$ cat config.mk
export PLATFORM = sky130hd
export DESIGN_NAME = ram_read_sequencer
export DESIGN_NICKNAME = d
export VERILOG_FILES = /design/src/rtl/ram_read_sequencer.sv
export SDC_FILE = /design/constraint.sdc
export NUM_CORES = 1
export LEC_CHECK = 0
export ABC_AREA = 1
export CORE_ASPECT_RATIO = 1.4
export CORE_UTILIZATION = 40
export CTS_CLUSTER_DIAMETER = 120
export DETAILED_ROUTE_END_ITERATION = 16
export PLACE_DENSITY = 0.81
export SYNTH_ARGS = -nofsm -noshare
export SYNTH_HDL_FRONTEND = slang
export SYNTH_SLANG_ARGS = --single-unit
$ cat constraint.sdc
create_clock -name clk -period 2.6 [get_ports clk]
set_input_delay 0.39 -clock clk [delete_from_list [all_inputs] [get_ports clk]]
set_output_delay 0.39 -clock clk [all_outputs]
set_load 0.05 [all_outputs]
$ cat src/rtl/ram_read_sequencer.sv
// ram_read_sequencer: decodes memory-read slots from I/T/D and runs a wait-stated RAM read,
// stalling the SC until the word is on the bus. Define RAM_READ_PARITY_EN for read parity checking.
//
// state   | meaning
// IDLE    | waiting for a read slot; a clean request is accepted on the next edge
// WAIT    | RAM access in progress, ram_rd_en high, cnt counts down the wait states
// DONE    | captured word presented to the common bus for one cycle
module ram_read_sequencer #(
  parameter int ADDR_W       = 12,
  parameter int DATA_W       = 16,
  parameter int READ_LATENCY = 2
) (
  input  logic              clk,
  input  logic              rst_n,
  input  logic              I,
  input  logic [7:0]        T,
  input  logic [7:0]        D,
  input  logic [ADDR_W-1:0] ar_addr,
  input  logic              wr_strobe,
  input  logic [DATA_W-1:0] ram_rdata,
`ifdef RAM_READ_PARITY_EN
  input  logic              ram_rpar,
  output logic              rd_par_err,
`endif
  output logic              ram_rd_en,
  output logic [ADDR_W-1:0] ram_addr,
  output logic [DATA_W-1:0] bus_data,
  output logic              bus_sel_mem,
  output logic              rd_done,
  output logic              sc_stall,
  output logic              rd_conflict
);

  if ((READ_LATENCY < 1) || (READ_LATENCY > 15)) begin : g_bad_latency
    $error("ram_read_sequencer: READ_LATENCY must be in 1..15");
  end

  typedef enum logic [1:0] {
    ST_IDLE = 2'd0,
    ST_WAIT = 2'd1,
    ST_DONE = 2'd2
  } state_t;

  localparam logic [3:0] LAT = 4'(READ_LATENCY);

  state_t      state, state_nxt;
  logic [3:0]  cnt;
  logic        req;
  logic        start;
  logic        rd_en_q;
  logic        unused_decode;

  assign req = T[1] | (~D[7] & I & T[3]) | (D[6] & T[4]) | ((D[0] | D[1] | D[2]) & T[4]);
  assign start = (state == ST_IDLE) & req & ~wr_strobe;
  assign unused_decode = &{1'b0, T[0], T[2], T[7:5], D[5:3]};

  always_ff @(posedge clk or negedge rst_n) begin
    if (!rst_n) state <= ST_IDLE;
    else        state <= state_nxt;
  end

  always_comb begin
    state_nxt = state;
    case (state)
      ST_IDLE: if (start) state_nxt = ST_WAIT;
      ST_WAIT: if (cnt == 4'd1) state_nxt = ST_DONE;
      ST_DONE: state_nxt = ST_IDLE;
      default: state_nxt = ST_IDLE;
    endcase
  end

  // Address is latched only on acceptance, so AR may move freely while the read is in flight.
  always_ff @(posedge clk or negedge rst_n) begin
    if (!rst_n) begin
      cnt         <= 4'd0;
      ram_addr    <= '0;
      bus_data    <= '0;
      rd_en_q     <= 1'b0;
      rd_conflict <= 1'b0;
    end else begin
      rd_en_q <= (state_nxt == ST_WAIT);
      if (start) begin
        cnt      <= LAT;
        ram_addr <= ar_addr;
      end else if (state == ST_WAIT) begin
        cnt <= cnt - 4'd1;
        if (cnt == 4'd1) bus_data <= ram_rdata;
      end
      if ((state == ST_IDLE) && req && wr_strobe) rd_conflict <= 1'b1;
    end
  end

`ifdef RAM_READ_PARITY_EN
  logic par_err_q;

  always_ff @(posedge clk or negedge rst_n) begin
    if (!rst_n)                                  par_err_q <= 1'b0;
    else if ((state == ST_WAIT) && (cnt == 4'd1)) par_err_q <= ^{ram_rdata, ram_rpar};
  end

  assign rd_par_err = (state == ST_DONE) & par_err_q;
`endif

  always_comb begin
    ram_rd_en   = rd_en_q;
    rd_done     = (state == ST_DONE);
    bus_sel_mem = (state == ST_DONE);
    sc_stall    = start | (state == ST_WAIT);
  end

endmodule

Word-level counts from Yosys, hierarchy flattened --
Index checks and enable logic that the tools add are counted.
Storage, ports and cells: logic and storage cells 36, bits in registers 36
Cells by class: reductions and logical operators 5, equal/unequal tests 4, multiplexer cells 5, bitwise logic cells 15, add/subtract/negate cells 1
Operator list (number):
- 4-bit two-way mux | 2
- 1-bit bitwise AND | 6
- 1-bit OR | 6
- 2-bit by 1-bit == test with 1-bit output, second input constant | 2
- 4-bit by 1-bit == test with 1-bit output, second input constant | 1
- 2-bit two-way mux | 2
- 2-bit one-hot mux with 2 select lines | 1
- 4-bit by 1-bit subtractor with 4-bit output, second input constant | 1
- 1-bit NOT | 3
- 3-bit AND reduction | 1
- 2-bit == test, second input constant | 1
- 1-bit logical AND | 2
- 2-bit logical NOT | 1
- 2-bit nonzero test | 1

Longest topological paths before layout --
Gate-level depths: netlist of run 1.
word-level depth 11, mapped depth 9, mapped depth without buffers 8

Worst setup path after synthesis of run 1 --
Ideal clock, no wire load.
kind register to output, start point register state[1], end point output rd_done, stages on the path, launching flop included 4, arrival 1.458 ns, buffers on the path 1, path slack 0.752 ns, required time 2.210 ns, path through dfrtp_1 > inv_1 > nor2_1 > buf_4
On the way: longest elaborated chain between the ends 1
Ends and longest elaborated chain:
- start: declaration | line 46 | state_t state, state_nxt;
- start signal: assignment | line 59 | else state <= state_nxt;
- 2-bit == test
- end: declaration | line 29 | output logic rd_done,
Every way passes these cells.

Worst setup path after layout of run 1 --
start point register state[1], end point output bus_sel_mem
On the way: longest elaborated chain between the ends 1
Ends and longest elaborated chain:
- 2-bit == test | line 107 | bus_sel_mem = (state == ST_DONE);
- end: declaration | line 28 | output logic bus_sel_mem,
Every way passes these cells.

==> run_results.csv, run 1 <==
group,metric,value,unit
placement,hpwl,2510,µm
global_routing,grt_overflow_total,0,
logic_synthesis,synth_edf_count,0,
floorplanning,dieArea,4200,µm²
worst_setup_path,critPathMaxStageDelay,0.82,ns
worst_setup_path,path_cells,"inv_1 > nor2_1 > clkdlybuf4s50_1",
global_routing,grt_usage,0.187,
timing,finalSetupViolations,0,
clock_tree,cts_tree,"yes",
global_routing,antenna_found_initial,0,
clock_tree,cts_root_buf,"clkbuf_8",
drt,drt_iter0_drc,20,
timing,period_needed,2.11,ns
worst_setup_path,critical_path_buf_inv_count,2,
power_and_ir_drop,vdd_drop_max,0.922,mV
layout,nNetsFinal,302,
logic_synthesis,synth_area,1580,µm²
drt,wirelength,3460,µm
worst_setup_path,worstSetupPathType,"reg2out",
drt,drtAntennaViolNets,0,
layout,fin_area,2440,µm²
power_and_ir_drop,p_total,0.00349,W
floorplanning,io_pins,81,
floorplanning,core,3710,µm²
logic_synthesis,synth-async-reset-ratio,1.00,
clock_tree,clock_path_buffers,2,
timing,tightest_slew,0.774,ns
layout,drive_gt1_frac,0.0830,
power_and_ir_drop,p_leak,1.21,nW
timing,setup_tns,0,ns
drt,vias,1390,
floorplanning,row_count,26,
outcome,status,"finished, final reports clean",
global_routing,top_usage_layer,"met2",
global_routing,grt_max_degree,37,
timing,fin_ws,0.494,ns
placement,place.gp.congestion,0.763,
logic_synthesis,syn_area_per_cell,8.86,µm²
drt,viasPerCell,4.71,
timing,fin_crit_sh,0.810,
logic_synthesis,ys_seq_area_frac,0.571,
global_routing,grt_pass1_wl,5650,µm
timing,rsz0062_at_grt,"no",
timing,hold_ws,0.184,ns
global_routing,gr-usage-met1,0.199,
layout,fillerInstances,329,
global_routing,grt_pass1_vias,1373,
logic_synthesis,yosysUniqueCellTypes,23,
worst_hold_path,hp-class,"in2async",
flow_run,maxCapViolCount,0,
placement,place_ws,0.568,ns
clock_tree,cts_buffers,5,
worst_setup_path,rr_worst_depth,5,
clock_tree,cts-resized-gates,0,
worst_setup_path,worstPathRequired,2.21,ns
power_and_ir_drop,p_per_area,1430,nW/µm²
clock_tree,clkLatencyLatePin,0.28,ns
timing,timing.slew.headroom,0.484,
worst_setup_path,path_depth,3,
logic_synthesis,yosysWarnings,0,
logic_synthesis,synth_ff_type,"dfrtp_1",
global_routing,met3_usage,0.0619,
worst_setup_path,path_max_fanout,3,
drt,wl_per_cell,11.7,µm
drt,route.detailed.drc,0,
logic_synthesis,syn_inst,178,
logic_synthesis,syn_nets,228,
timing,final_hold_viol_count,0,
global_routing,grt_util_met2,0.319,
timing,fmax,0.475,GHz
drt,firstDrtPassIters,4,
timing,fin_skew,0.00413,ns
worst_setup_path,end_kind,"output port",
floorplanning,start_util,0.425,
placement,io_buffers,72,
timing,finalMaxSlewViolations,0,
logic_synthesis,ys_ff_latch,36,
worst_setup_path,arrival,1.72,ns
clock_tree,postCtsSetupBuffers,0,
clock_tree,cts_hold_buf,0,
floorplanning,die_x,55.1,µm
clock_tree,clkSinkCount,36,
layout,synthToLayoutAreaGrowth,54.8,%
worst_setup_path,slowest_stage,"clkdlybuf4s50_1",
clock_tree,ctsHtreeMaxLevel,2,
layout,n_antenna_cell,0,
worst_setup_path,start_kind,"flip-flop",
floorplanning,die_h,76.3,µm
placement,dpl-instance-area,2310,µm²
clock_tree,path_clk_slew,0.07,ns
worst_setup_path,cpLargestDelayFamily,"buffers and inverters",
## registers in the layout, indices dropped and copies added (netlist names)
| name | count |
|---|---|
| ram_rd_en | 1 |
| bus_data | 16 |
| ram_addr | 12 |
| rd_conflict | 1 |
| cnt | 4 |
| state | 2 |
## final timing paths
kind | from | end | slack [ns]
max | state[1]$_DFF_PN0_ | bus_sel_mem | 0.49
min in group clk | ram_addr[6]$_DFFE_PN0P_ | ram_addr[6]$_DFFE_PN0P_ | 0.47
min reg2reg | ram_addr[6]$_DFFE_PN0P_ | ram_addr[6]$_DFFE_PN0P_ | 0.47
max reg2reg | state[1]$_DFF_PN0_ | ram_addr[2]$_DFFE_PN0P_ | 1.05
min | rst_n | ram_addr[4]$_DFFE_PN0P_ | 0.18
max in group asynchronous | rst_n | bus_data[2]$_DFFE_PN0P_ | 1.93
## synth_stat cells, types with 2 or more instances
master,instances,share of area
dfrtp_1,36,0.57
xor2_1,2,0.011
nand4_1,13,0.052
nand2_1,85,0.20
inv_2,2,0.0048
nor2_2,2,0.0079
nor2_1,4,0.0095
o21ai_0,2,0.0063
inv_1,13,0.031
ha_1,2,0.016
buf_2,2,0.0063
nand3_1,3,0.0095
buf_4,2,0.0095
## cell families after synthesis
group                    synth area share
XOR/XNOR                           0.0111
AO/OA/AOI/OAI                      0.0111
buffers and inverters              0.0762
adder cells (fa/ha/maj)            0.0159
AND/OR/NAND/NOR                     0.314
flip-flops                          0.571
## metal layers
metal,wire (µm),share of wire,vias up
met5,0,0,-
met1,1340,0.39,627
met3,285,0.082,6
met2,1760,0.51,57
met4,74,0.021,0
li1,-,-,700
## through the flow
stage | cells | utilization
finish | 295 | 0.658
global route | 295 | 0.658
CTS | 295 | 0.658
detailed placement | 287 | 0.624
global placement | 287 | 0.624
floorplan | 178 | -
## power by group
group | internal [W] | leakage [nW] | switching, W
Sequential | 0.000827 | 0.438 | 0.000156
Combinational | 0.000666 | 0.712 | 0.00132
Clock | 0.000338 | 0.0645 | 0.000189
## placed cells by master (no fill, tap or decap), drive strengths merged
master	Yosys	routed
nand3	4	4
o21bai	1	1
nand2	87	87
dfrtp	36	36
xor2	2	2
inv	16	16
ha	2	2
clkbuf	1	7
or2	1	1
bufinv	0	1
buf	6	4
nor2	7	7
clkdlybuf4s50	0	70
nand4	13	13
o21ai	2	2
## area by class of cell
cell class | count | area, µm² | area share
Clock inverter | 1 | 30.0 | 0.0123
Inverter | 16 | 65.1 | 0.0267
Multi-Input combinational cell | 119 | 556 | 0.228
Sequential cell | 36 | 901 | 0.369
Clock buffer | 7 | 96.3 | 0.0395
Tap cell | 42 | 52.6 | 0.0215
Timing Repair Buffer | 74 | 741 | 0.303
(Power assumes the default switching activity.)
==> run 2, diff against run 1 <==
--- a/config.mk
+++ b/config.mk
@@ -7,10 +7,10 @@
 export LEC_CHECK = 0
 export ABC_AREA = 1
 export CORE_ASPECT_RATIO = 1.4
-export CORE_UTILIZATION = 40
+export CORE_UTILIZATION = 35
 export CTS_CLUSTER_DIAMETER = 120
 export DETAILED_ROUTE_END_ITERATION = 16
-export PLACE_DENSITY = 0.81
+export PLACE_DENSITY = 0.75
 export SYNTH_ARGS = -nofsm -noshare
 export SYNTH_HDL_FRONTEND = slang
 export SYNTH_SLANG_ARGS = --single-unit
==> constraint.sdc (replaced) <==
create_clock -name clk -period 1.74 [get_ports clk]
set_input_delay 0.261 -clock clk [delete_from_list [all_inputs] [get_ports clk]]
set_output_delay 0.261 -clock clk [all_outputs]
set_load 0.05 [all_outputs]
==> run 2 against run 1 <==
  * Utilization decreased by 9.4 points
  * Combinational power increased by 46%
  * Sequential share of layout area increased by 0.44 points
  * Critical path type unchanged
  * Largest power group unchanged
  * Highest routed layer unchanged
==> run_results.csv, run 2 (same netlist as run 1, synthesis figures left out) <==
group,metric,value,unit
drt,drt_iter0_drc,34,
layout,fin_area,2410,µm²
global_routing,grt_pass1_wl,5970,µm
outcome,status,"finished, final reports clean",
floorplanning,io_pins,81,
worst_setup_path,arrival,1.43,ns
worst_setup_path,path_max_fanout,2,
placement,hpwl,2500,µm
drt,vias,1373,
worst_hold_path,hp-class,"in2async",
worst_setup_path,start_kind,"flip-flop",
layout,nNetsFinal,306,
clock_tree,clkSinkCount,36,
layout,fillerInstances,400,
power_and_ir_drop,internal_power,0.00244,W
global_routing,grt_max_degree,21,
clock_tree,cts_root_buf,"clkbuf_8",
clock_tree,path_clk_slew,0.06,ns
layout,largest_register,"bus_data",
layout,drive_gt1_frac,0.184,
power_and_ir_drop,p_per_area,2030,nW/µm²
drt,wl_per_cell,10.7,µm
global_routing,grt_overflow_total,0,
floorplanning,die_h,81.4,µm
drt,firstDrtPassIters,5,
timing,rsz0062_at_grt,"no",
power_and_ir_drop,pwr-share-comb,0.590,
timing,tightest_slew,0.498,ns
layout,multi_input_comb_area,556,µm²
worst_setup_path,critPathMaxStageDelay,0.80,ns
clock_tree,clkLatencyLatePin,0.29,ns
power_and_ir_drop,clockPowerShare,0.112,
worst_setup_path,critical_path_buf_inv_count,1,
placement,dp_cells,308,
timing,final_hold_viol_count,0,
timing,finalMaxSlewViolations,0,
timing,period_needed,1.69,ns
clock_tree,clock_path_buffers,2,
global_routing,grt_usage,0.166,
placement,dpl-instance-area,2320,µm²
layout,regArea,901,µm²
layout,top_regs,"bus_data (16), ram_addr (12), cnt (4)",
power_and_ir_drop,p_sw_frac,0.502,
global_routing,antenna_found_initial,0,
global_routing,grt_pass1_vias,1370,
floorplanning,row_count,28,
worst_setup_path,path_cells,"clkdlybuf4s50_1",
layout,final_common_cell,"nand2_1",
worst_setup_path,end_kind,"output port",
power_and_ir_drop,sequentialPowerShare,0.299,
layout,largest_reg_flops,16,
clock_tree,ctsHtreeMaxLevel,2,
worst_setup_path,cpLargestDelayFamily,"buffers and inverters",
floorplanning,start_util,0.369,
layout,n_antenna_cell,0,
timing,fmax,0.592,GHz
floorplanning,die_x,58.7,µm
drt,drtAntennaViolNets,0,
clock_tree,cts_buffers,5,
timing,timing.slew.headroom,0.667,
floorplanning,dieArea,4780,µm²
clock_tree,postCtsSetupBuffers,0,
drt,route.detailed.drc,0,
power_and_ir_drop,vdd_drop_max,1.20,mV
drt,wirelength,3400,µm
timing,fin_crit_sh,0.971,
power_and_ir_drop,p_leak,1.26,nW
worst_setup_path,worstPathRequired,1.48,ns
clock_tree,cts_tree,"yes",
worst_setup_path,r2r_slack,0.37,ns
worst_setup_path,worstSetupPathType,"reg2out",
placement,place.gp.congestion,0.779,
layout,layout.cells.non_filler,316,
layout,synthToLayoutAreaGrowth,53.0,%
timing,finalSetupViolations,0,
power_and_ir_drop,p_sw,0.00246,W
drt,viasPerCell,4.34,
flow_run,maxCapViolCount,0,
floorplanning,core,4270,µm²
timing,setup_tns,0,ns
timing,fin_skew,0.00446,ns
worst_setup_path,slowest_stage,"clkdlybuf4s50_1",
layout,layout_common_cells,"85 x nand2_1, 44 x clkdlybuf4s50_1, 36 x dfrtp_1, 28 x buf_4",
placement,io_buffers,72,
[run 2: final timing paths]
kind,start,end,cells past startpoint
setup reg to reg,cnt[1]$_DFFE_PN0P_,bus_data[13]$_DFFE_PN0P_,8
hold reg to reg,ram_addr[7]$_DFFE_PN0P_,ram_addr[7]$_DFFE_PN0P_,2
hold / removal,rst_n,ram_addr[4]$_DFFE_PN0P_,2
min in group clk,ram_addr[7]$_DFFE_PN0P_,ram_addr[7]$_DFFE_PN0P_,2
setup / recovery,ram_addr[8]$_DFFE_PN0P_,ram_addr[8],1
max in group asynchronous,rst_n,ram_addr[8]$_DFFE_PN0P_,3
[run 2: per-layer routing]
metal  vias up  GRT usage  wire [µm]
li1        707          -          -
met1       602      0.195       1370
met2        57      0.281       1700
met3         7     0.0441        258
met4         0     0.0762         63
met5         -          0          0
[run 2: per-stage QoR]
stage	utilization	total power (W)	setup slack, ns	hold slack [ns]
after floorplan	-	0.00347	0.0215	-0.0346
after global placement	0.543	0.00436	0.180	0.233
after detailed placement	0.543	0.00440	0.171	0.234
after CTS	0.564	0.00497	0.0327	0.465
after global routing	0.564	0.00525	0.0000301	0.496
final	0.564	0.00491	0.0500	0.447
[run 2: what timing repair did]
item | CTS | global route
endpoints found under the setup margin | 0 | 1
endpoints found under the hold margin | 19 | 0
hold buffers | 1 | 0
gates resized for setup | 0 | 1
[run 2: final cells by class]
type	instances	area share
inverter	16	0.0270
timing repair buffer	78	0.306
tap	60	0.0311
sequential	36	0.373
clock inverter	1	0.00207
multi-input combinational	119	0.230
clock buffer	6	0.0301
[run 2: power by group through the flow]
stage          logic [W]  registers [W]  clock network [W]
2_1_floorplan   0.000860        0.00261                  0
3_3_place_gp     0.00289        0.00147                  0
3_5_place_dp     0.00292        0.00147                  0
4_1_cts          0.00293        0.00147           0.000574
5_1_grt          0.00311        0.00152           0.000623
6_report         0.00289        0.00146           0.000548
==> run 3, diff against run 2 <==
--- a/config.mk
+++ b/config.mk
@@ -11,6 +11,7 @@
 export CTS_CLUSTER_DIAMETER = 120
 export DETAILED_ROUTE_END_ITERATION = 16
 export PLACE_DENSITY = 0.75
+export SLEW_MARGIN = 20
 export SYNTH_ARGS = -nofsm -noshare
 export SYNTH_HDL_FRONTEND = slang
 export SYNTH_SLANG_ARGS = --single-unit
==> results of run 3 <==
Final layout, timing and power as in run 2 (identical DEF).
